$ cat src/rtl/biriscv_branch_arb_pkg.sv
// Shared definitions for the branch arbiter: resolve-record layout and helpers.
package biriscv_branch_arb_pkg;

  localparam int BRU_ENTRY_W = 68;

  // Resolve record as stored in the queue, MSB first: {taken,call,ret,jmp,source,pc}
  typedef struct packed {
    logic        taken;
    logic        call;
    logic        ret;
    logic        jmp;
    logic [31:0] source;
    logic [31:0] pc;
  } bru_entry_t;

  // Drop counter increment that sticks at all-ones instead of wrapping
  function automatic logic [15:0] sat_add16(input logic [15:0] a, input logic [1:0] b);
    logic [16:0] s;
    s = {1'b0, a} + {15'b0, b};
    return s[16] ? 16'hFFFF : s[15:0];
  endfunction

endpackage

$ cat src/rtl/biriscv_branch_arb_if.sv
// Branch-predictor update port: queue head plus accept handshake.
interface biriscv_branch_arb_if;
  logic        upd_valid_o;
  logic        upd_ready_i;
  logic        upd_taken_o;
  logic [31:0] upd_source_o;
  logic [31:0] upd_pc_o;
  logic        upd_call_o;
  logic        upd_ret_o;
  logic        upd_jmp_o;

  modport master (
    output upd_valid_o, upd_taken_o, upd_source_o, upd_pc_o,
           upd_call_o, upd_ret_o, upd_jmp_o,
    input  upd_ready_i
  );

  modport slave (
    input  upd_valid_o, upd_taken_o, upd_source_o, upd_pc_o,
           upd_call_o, upd_ret_o, upd_jmp_o,
    output upd_ready_i
  );
endinterface

$ cat src/rtl/biriscv_branch_arb_fifo.sv
// Two-write / one-read resolve FIFO. Writes are pre-qualified by the caller;
// space_o reflects the registered count so a same-cycle pop never frees a slot.
module biriscv_branch_arb_fifo #(
  parameter  int DEPTH = 4,
  parameter  int WIDTH = 68,
  localparam int PTR_W = $clog2(DEPTH),
  localparam int CNT_W = PTR_W + 1
) (
  input  logic             clk,
  input  logic             rst_n,
  input  logic             flush_i,
  input  logic             wr0_i,
  input  logic [WIDTH-1:0] wr0_data_i,
  input  logic             wr1_i,
  input  logic [WIDTH-1:0] wr1_data_i,
  input  logic             rd_i,
  output logic [WIDTH-1:0] rd_data_o,
  output logic             rd_valid_o,
  output logic [CNT_W-1:0] space_o,
  output logic [CNT_W-1:0] count_next_o
);

  logic [WIDTH-1:0] mem_q [DEPTH];
  logic [PTR_W-1:0] wr_ptr_q, wr_ptr_d;
  logic [PTR_W-1:0] rd_ptr_q, rd_ptr_d;
  logic [CNT_W-1:0] count_q, count_d;
  logic             do_rd;
  logic [CNT_W-1:0] wr_cnt;

  // Pointer/count next state; a flush empties the queue and ignores this cycle's traffic
  always_comb begin
    do_rd  = rd_i && (count_q != '0);
    wr_cnt = CNT_W'(wr0_i) + CNT_W'(wr1_i);
    if (flush_i) begin
      wr_ptr_d = '0;
      rd_ptr_d = '0;
      count_d  = '0;
    end else begin
      wr_ptr_d = wr_ptr_q + wr_cnt[PTR_W-1:0];
      rd_ptr_d = rd_ptr_q + PTR_W'(do_rd);
      count_d  = count_q + wr_cnt - CNT_W'(do_rd);
    end
  end

  // Control registers
  always_ff @(posedge clk or negedge rst_n) begin
    if (!rst_n) begin
      wr_ptr_q <= '0;
      rd_ptr_q <= '0;
      count_q  <= '0;
    end else begin
      wr_ptr_q <= wr_ptr_d;
      rd_ptr_q <= rd_ptr_d;
      count_q  <= count_d;
    end
  end

  // Storage: the older record always lands in the first free slot
  always_ff @(posedge clk or negedge rst_n) begin
    if (!rst_n) begin
      for (int i = 0; i < DEPTH; i++) mem_q[i] <= '0;
    end else if (!flush_i) begin
      if (wr0_i || wr1_i) mem_q[wr_ptr_q] <= wr0_i ? wr0_data_i : wr1_data_i;
      if (wr0_i && wr1_i) mem_q[wr_ptr_q + PTR_W'(1)] <= wr1_data_i;
    end
  end

  assign rd_data_o    = mem_q[rd_ptr_q];
  assign rd_valid_o   = (count_q != '0);
  assign space_o      = CNT_W'(DEPTH) - count_q;
  assign count_next_o = count_d;

endmodule

$ cat src/rtl/biriscv_branch_arb.sv
// Branch outcome arbiter: lane0-priority early redirect with a shadow window,
// plus an ordered resolve queue draining to the predictor update port.
module biriscv_branch_arb
  import biriscv_branch_arb_pkg::*;
#(
  parameter int DEPTH  = 4,
  parameter int SHADOW = 1
) (
  input  logic        clk,
  input  logic        rst_n,
  input  logic        flush_i,
  input  logic        l0_redirect_i,
  input  logic [31:0] l0_redirect_pc_i,
  input  logic        l1_redirect_i,
  input  logic [31:0] l1_redirect_pc_i,
  input  logic        l0_req_i,
  input  logic        l0_taken_i,
  input  logic [31:0] l0_source_i,
  input  logic [31:0] l0_pc_i,
  input  logic        l0_call_i,
  input  logic        l0_ret_i,
  input  logic        l0_jmp_i,
  input  logic        l1_req_i,
  input  logic        l1_taken_i,
  input  logic [31:0] l1_source_i,
  input  logic [31:0] l1_pc_i,
  input  logic        l1_call_i,
  input  logic        l1_ret_i,
  input  logic        l1_jmp_i,
  output logic        redirect_o,
  output logic [31:0] redirect_pc_o,
  biriscv_branch_arb_if.master upd,
  output logic        stall_o,
  output logic [15:0] drop_cnt_o
);

  localparam int CNT_W = $clog2(DEPTH) + 1;

  logic        redirect_q, redirect_d;
  logic [31:0] redirect_pc_q, redirect_pc_d;
  logic [2:0]  shadow_q, shadow_d;
  logic [15:0] drop_q, drop_d;
  logic        stall_q, stall_d;

  logic             redir_acc;
  logic             push0, push1, pop;
  logic [1:0]       ndrop;
  logic [CNT_W-1:0] space, count_next;
  bru_entry_t       e0, e1, head;
  logic             head_valid;

  // Redirect select, shadow window, queue admission and drop accounting
  always_comb begin
    e0 = '{taken: l0_taken_i, call: l0_call_i, ret: l0_ret_i, jmp: l0_jmp_i,
           source: l0_source_i, pc: l0_pc_i};
    e1 = '{taken: l1_taken_i, call: l1_call_i, ret: l1_ret_i, jmp: l1_jmp_i,
           source: l1_source_i, pc: l1_pc_i};

    redir_acc     = (l0_redirect_i || l1_redirect_i) && (shadow_q == '0) && !flush_i;
    redirect_d    = redir_acc;
    redirect_pc_d = redirect_pc_q;
    if (redir_acc) redirect_pc_d = l0_redirect_i ? l0_redirect_pc_i : l1_redirect_pc_i;

    if (flush_i)             shadow_d = '0;
    else if (redir_acc)      shadow_d = 3'(SHADOW);
    else if (shadow_q != '0) shadow_d = shadow_q - 3'd1;
    else                     shadow_d = '0;

    // lane1 only gets a slot left over after lane0 has claimed one
    push0 = l0_req_i && !flush_i && (space != '0);
    push1 = l1_req_i && !flush_i && (space > CNT_W'(l0_req_i));
    pop   = head_valid && upd.upd_ready_i;

    ndrop = '0;
    if (!flush_i) ndrop = 2'(l0_req_i && !push0) + 2'(l1_req_i && !push1);
    drop_d  = sat_add16(drop_q, ndrop);
    stall_d = (CNT_W'(DEPTH) - count_next) < CNT_W'(2);
  end

  // Control registers, all cleared by the asynchronous reset
  always_ff @(posedge clk or negedge rst_n) begin
    if (!rst_n) begin
      redirect_q    <= 1'b0;
      redirect_pc_q <= '0;
      shadow_q      <= '0;
      drop_q        <= '0;
      stall_q       <= 1'b0;
    end else begin
      redirect_q    <= redirect_d;
      redirect_pc_q <= redirect_pc_d;
      shadow_q      <= shadow_d;
      drop_q        <= drop_d;
      stall_q       <= stall_d;
    end
  end

  biriscv_branch_arb_fifo #(
    .DEPTH(DEPTH),
    .WIDTH(BRU_ENTRY_W)
  ) u_fifo (
    .clk          (clk),
    .rst_n        (rst_n),
    .flush_i      (flush_i),
    .wr0_i        (push0),
    .wr0_data_i   (e0),
    .wr1_i        (push1),
    .wr1_data_i   (e1),
    .rd_i         (pop),
    .rd_data_o    (head),
    .rd_valid_o   (head_valid),
    .space_o      (space),
    .count_next_o (count_next)
  );

  assign redirect_o       = redirect_q;
  assign redirect_pc_o    = redirect_pc_q;
  assign stall_o          = stall_q;
  assign drop_cnt_o       = drop_q;
  assign upd.upd_valid_o  = head_valid;
  assign upd.upd_taken_o  = head.taken;
  assign upd.upd_call_o   = head.call;
  assign upd.upd_ret_o    = head.ret;
  assign upd.upd_jmp_o    = head.jmp;
  assign upd.upd_source_o = head.source;
  assign upd.upd_pc_o     = head.pc;

endmodule

$ cat src/flat_wrapper.sv
// flat-port wrapper written by rule: the top's interface ports become plain ports
module biriscv_branch_arb_flat import biriscv_branch_arb_pkg::*;
#(
  parameter int DEPTH  = 4,
  parameter int SHADOW = 1
)
  (clk, rst_n, flush_i, l0_redirect_i, l0_redirect_pc_i, l1_redirect_i, l1_redirect_pc_i, l0_req_i, l0_taken_i, l0_source_i, l0_pc_i, l0_call_i, l0_ret_i, l0_jmp_i, l1_req_i, l1_taken_i, l1_source_i, l1_pc_i, l1_call_i, l1_ret_i, l1_jmp_i, redirect_o, redirect_pc_o, stall_o, drop_cnt_o, upd_upd_valid_o, upd_upd_taken_o, upd_upd_source_o, upd_upd_pc_o, upd_upd_call_o, upd_upd_ret_o, upd_upd_jmp_o, upd_upd_ready_i);
  biriscv_branch_arb_if upd_i ();
  input  logic clk;
  input  logic rst_n;
  input  logic flush_i;
  input  logic l0_redirect_i;
  input  logic [31:0] l0_redirect_pc_i;
  input  logic l1_redirect_i;
  input  logic [31:0] l1_redirect_pc_i;
  input  logic l0_req_i;
  input  logic l0_taken_i;
  input  logic [31:0] l0_source_i;
  input  logic [31:0] l0_pc_i;
  input  logic l0_call_i;
  input  logic l0_ret_i;
  input  logic l0_jmp_i;
  input  logic l1_req_i;
  input  logic l1_taken_i;
  input  logic [31:0] l1_source_i;
  input  logic [31:0] l1_pc_i;
  input  logic l1_call_i;
  input  logic l1_ret_i;
  input  logic l1_jmp_i;
  output logic redirect_o;
  output logic [31:0] redirect_pc_o;
  output logic stall_o;
  output logic [15:0] drop_cnt_o;
  output wire logic [$bits(upd_i.upd_valid_o)-1:0] upd_upd_valid_o;
  output wire logic [$bits(upd_i.upd_taken_o)-1:0] upd_upd_taken_o;
  output wire logic [$bits(upd_i.upd_source_o)-1:0] upd_upd_source_o;
  output wire logic [$bits(upd_i.upd_pc_o)-1:0] upd_upd_pc_o;
  output wire logic [$bits(upd_i.upd_call_o)-1:0] upd_upd_call_o;
  output wire logic [$bits(upd_i.upd_ret_o)-1:0] upd_upd_ret_o;
  output wire logic [$bits(upd_i.upd_jmp_o)-1:0] upd_upd_jmp_o;
  input wire logic [$bits(upd_i.upd_ready_i)-1:0] upd_upd_ready_i;
  assign upd_upd_valid_o = upd_i.upd_valid_o;
  assign upd_upd_taken_o = upd_i.upd_taken_o;
  assign upd_upd_source_o = upd_i.upd_source_o;
  assign upd_upd_pc_o = upd_i.upd_pc_o;
  assign upd_upd_call_o = upd_i.upd_call_o;
  assign upd_upd_ret_o = upd_i.upd_ret_o;
  assign upd_upd_jmp_o = upd_i.upd_jmp_o;
  assign upd_i.upd_ready_i = upd_upd_ready_i;
  biriscv_branch_arb #(.DEPTH(DEPTH), .SHADOW(SHADOW)) u_core (.clk(clk), .rst_n(rst_n), .flush_i(flush_i), .l0_redirect_i(l0_redirect_i), .l0_redirect_pc_i(l0_redirect_pc_i), .l1_redirect_i(l1_redirect_i), .l1_redirect_pc_i(l1_redirect_pc_i), .l0_req_i(l0_req_i), .l0_taken_i(l0_taken_i), .l0_source_i(l0_source_i), .l0_pc_i(l0_pc_i), .l0_call_i(l0_call_i), .l0_ret_i(l0_ret_i), .l0_jmp_i(l0_jmp_i), .l1_req_i(l1_req_i), .l1_taken_i(l1_taken_i), .l1_source_i(l1_source_i), .l1_pc_i(l1_pc_i), .l1_call_i(l1_call_i), .l1_ret_i(l1_ret_i), .l1_jmp_i(l1_jmp_i), .redirect_o(redirect_o), .redirect_pc_o(redirect_pc_o), .upd(upd_i), .stall_o(stall_o), .drop_cnt_o(drop_cnt_o));
endmodule
$ cat config.mk
export PLATFORM = sky130hd
export DESIGN_NAME = biriscv_branch_arb_flat
export DESIGN_NICKNAME = d
export VERILOG_FILES = /design/src/rtl/biriscv_branch_arb_pkg.sv /design/src/rtl/biriscv_branch_arb_if.sv /design/src/rtl/biriscv_branch_arb_fifo.sv /design/src/rtl/biriscv_branch_arb.sv /design/src/flat_wrapper.sv
export SDC_FILE = /design/constraint.sdc
export NUM_CORES = 1
export LEC_CHECK = 0
export CAP_MARGIN = 10
export CELL_PAD_IN_SITES_DETAIL_PLACEMENT = 1
export CELL_PAD_IN_SITES_GLOBAL_PLACEMENT = 1
export CORE_AREA = 5 5 219 221
export CTS_BUF_LIST = sky130_fd_sc_hd__clkbuf_16
export CTS_CLUSTER_DIAMETER = 80
export DETAILED_ROUTE_END_ITERATION = 8
export DIE_AREA = 0 0 224 226
export PLACE_DENSITY = 0.73
export SLEW_MARGIN = 20
export SYNTH_ARGS = -nofsm -noshare
export SYNTH_HDL_FRONTEND = slang
export SYNTH_HIERARCHICAL = 1
export SYNTH_SLANG_ARGS = --single-unit
$ cat constraint.sdc
create_clock -name clk -period 4.1 [get_ports clk]
set_input_delay 0.615 -clock clk [delete_from_list [all_inputs] [get_ports clk]]
set_output_delay 0.615 -clock clk [all_outputs]
set_load 0.05 [all_outputs]
==> results of run 1 <==
power breakdown:
part           leakage (nW)  switching (mW)  internal, mW
registers              3.50           0.808          4.63
clock network         0.640            1.41          1.99
logic                  5.71            4.19          3.10
total                  9.85            6.41          9.72
sequential cells by signal, indices dropped and copies added, names as in the netlist:
signal	count
u_core/drop_cnt_o	16
u_core/shadow_q	3
u_core/redirect_o	1
u_core/u_fifo/mem_q	272
u_core/u_fifo/count_q	3
u_core/stall_o	1
u_core/u_fifo/wr_ptr_q	2
u_core/u_fifo/rd_ptr_q	2
u_core/redirect_pc_o	32
synthesized netlist by cell type (all sizes together) (4+ instances only):
cell type and count:
a222oi 272, mux2i 101, inv 295, nor2b 11, buf 50, nand2b 4
o21ai 6, a31oi 4, nor3b 4, ha 16, nor2 113, xnor2 8
clkbuf 84, xor2 4, nor3 8, mux4 68, nand3 7, nand2 16
a21oi 35, dfrtp 332
kinds of logic after synthesis:
group                      count (synthesis)  share of synthesized area, %
AOI/OAI and AO/OA                        320                          17.8
xor gates and xnor gates                  12                         0.630
adders and majority gates                 18                          1.44
buffers and inverters                    429                          9.98
DFF                                      332                          49.8
muxes                                    170                          15.3
and+or+nand+nor                          179                          5.04
metal layers:
metal  share of wire [%]  GRT usage [%]
met5               0.012              0
met4                 2.1           6.86
met3                  11           6.77
met2                  49           39.5
met1                  39           29.1
final cells by class:
| type | instances | area, µm² | area share [%] |
|---|---|---|---|
| clock inverter | 30 | 209 | 0.946 |
| multi-input combinational | 699 | 6830 | 30.9 |
| tap | 607 | 759 | 3.44 |
| inverter | 295 | 1110 | 5.01 |
| clock buffer | 41 | 1030 | 4.64 |
| timing repair buffer | 376 | 3850 | 17.4 |
| sequential | 332 | 8320 | 37.6 |
stage by stage:
step | hold slack, ns | total power, mW | area, µm² | TNS [ns] | util (%)
2_1_floorplan | 0.319 | 10.2 | 16700 | 0 | -
3_3_place_gp | 0.505 | 12.5 | 20900 | 0 | 45.4
3_5_place_dp | 0.512 | 12.8 | 20900 | -0.0593 | 45.4
4_1_cts | 0.212 | 16.3 | 22100 | 0 | 48.1
5_1_grt | 0.255 | 17.0 | 22100 | 0 | 48.1
6_report | 0.196 | 16.1 | 22100 | 0 | 48.1
worst min path at each step:
stage | to | cells after the start
3_5_place_dp | u_core/u_fifo/mem_q[70] | 2
2_1_floorplan | u_core/drop_cnt_o[0] | 0
5_1_grt | u_core/u_fifo/mem_q[206] | 1
6_report | u_core/u_fifo/mem_q[206] | 1
4_1_cts | u_core/u_fifo/mem_q[206] | 1
3_3_place_gp | u_core/u_fifo/mem_q[93] | 2
==> flow_summary.ini, run 1 <==
[floorplanning]
die_w_um = 224
rows = 79
die_y_um = 226
start_util_pct = 36.3
dieArea_um2 = 50600
io_pins = 327
core_um2 = 46000

[worst_hold_path]
hold_class = in -> async

[global_routing]
antenna_found_initial = 1
grt_start_max_net_pins = 122
grt_usage_pct = 23.3
grt_pass1_vias = 15773
grt_overflow = 0
grt_pass1_wl_um = 92900

[synth]
synth_edf_count = 0
yosysTopAreaCellShare_pct = 49.8
synth_cell_type_count = 43
syn_nets = 1686
ys_seq_area_share_pct = 49.8
syn_area_um2 = 16700
synth_seq_cells = 332
async_flop_share_pct = 100
yosys_warnings = 6
postSynthCellCount = 1460
netlist_top_cells_area = dfrtp_1 (50%), a222oi_1 (16%), mux4_2 (9.2%)
avgSynthCellArea_um2 = 11.4
yosysTopAreaCell = dfrtp_1
ys.flop_type = dfrtp_1

[sta]
fin_ws_ns = 0.445
final-setup-viol-count = 0
slew_violations = 0
slew_headroom_pct = 25.6
max_freq_mhz = 274
rsz0062_at_grt = false
finClkSkew_ns = 0.0110
finalHoldViolCount = 0
fin_crit_sh_pct = 89.1
max_slew.worst_pin.slew_ns = 1.12
finalCriticalPeriod_ns = 3.66

[routing]
routedWlPerCell_um = 25.3
drtPass1Iterations = 8
antenna_left = 0
vias_per_cell = 5.99
routed_wl_um = 60300
vias = 14245
drtIter0Drc = 2095
post-route-drc-count = 0

[place]
hpwl_um = 38000
placed_cells = 2309
port_buffers = 326
place_ws_ns = -0.0191
place.gp.congestion = 0.769

[worst_setup_path]
cp.depth = 18
startpoint = u_core/u_fifo/count_q[0]
crit_top_cell = ha_1
crit_family = simple AND/OR/NAND/NOR gates
worst-setup-path-type = reg -> reg
r2r-start = u_core/u_fifo/count_q[0]
endpoint = u_core/drop_cnt_o[6]
cp_data_arrival_time_ns = 4.11
r2r_end = u_core/drop_cnt_o[6]
start_kind = flop
cp_max_fo = 10
cp_cell_sequence = inv_1 -> ha_1 -> ha_1 -> inv_1 -> nor3_1 -> nor3b_1 -> buf_4 -> nor2b_1 -> ha_1 -> nor2b_1 -> ha_1 -> inv_1 -> fa_1 -> nand3b_1 -> nor4_1 -> nand3_1 -> buf_4 -> o21ai_0
path_buf_inv = 5
worst-endpoint-required_ns = 4.56
worst-r2r-cell-count = 18
slowest_delay_ns = 0.40
regToRegSetupSlack_ns = 0.44
end_kind = flop
crit_path_top_delay_cell = dfrtp_1

[cells_and_area]
nets = 1970
final_cell_mix = dfrtp_1 (330), clkdlybuf4s50_1 (323), inv_1 (304)
area.growth.synth_to_final_pct = 32.4
layout-drive-gt1-share_pct = 10.9
fillers = 4871
fin_cells = 2380
layout_commonest_cell = dfrtp_1
num_antenna_cells = 0

[clock_network]
cts_resized = 0
hold_buffers = 0
clock_tree.buffer_depth = 3
clkLatencyLatePin_ns = 0.55
postCtsSetupBuffers = 0
cts_buffers = 40
clock-sinks = 332
cts_tree = done
clk_pin_slew_ns = 0.06
cts_max_level = 2
cts-root-buf = clkbuf_16

[power_and_ir_drop]
p_leak_nw = 9.85
peakVddDrop_mv = 0.349
power_density_nw_per_um2 = 730

[status]
status = complete, no violations

[run]
maxCapViolCount = 0
Note: power is estimated with default switching activity, not from simulation.
==> run 2, diff against run 1 <==
- CAP_MARGIN: 10 -> default
==> results of run 2 <==
No change in the layout: final DEF, timing and power equal those of run 1.
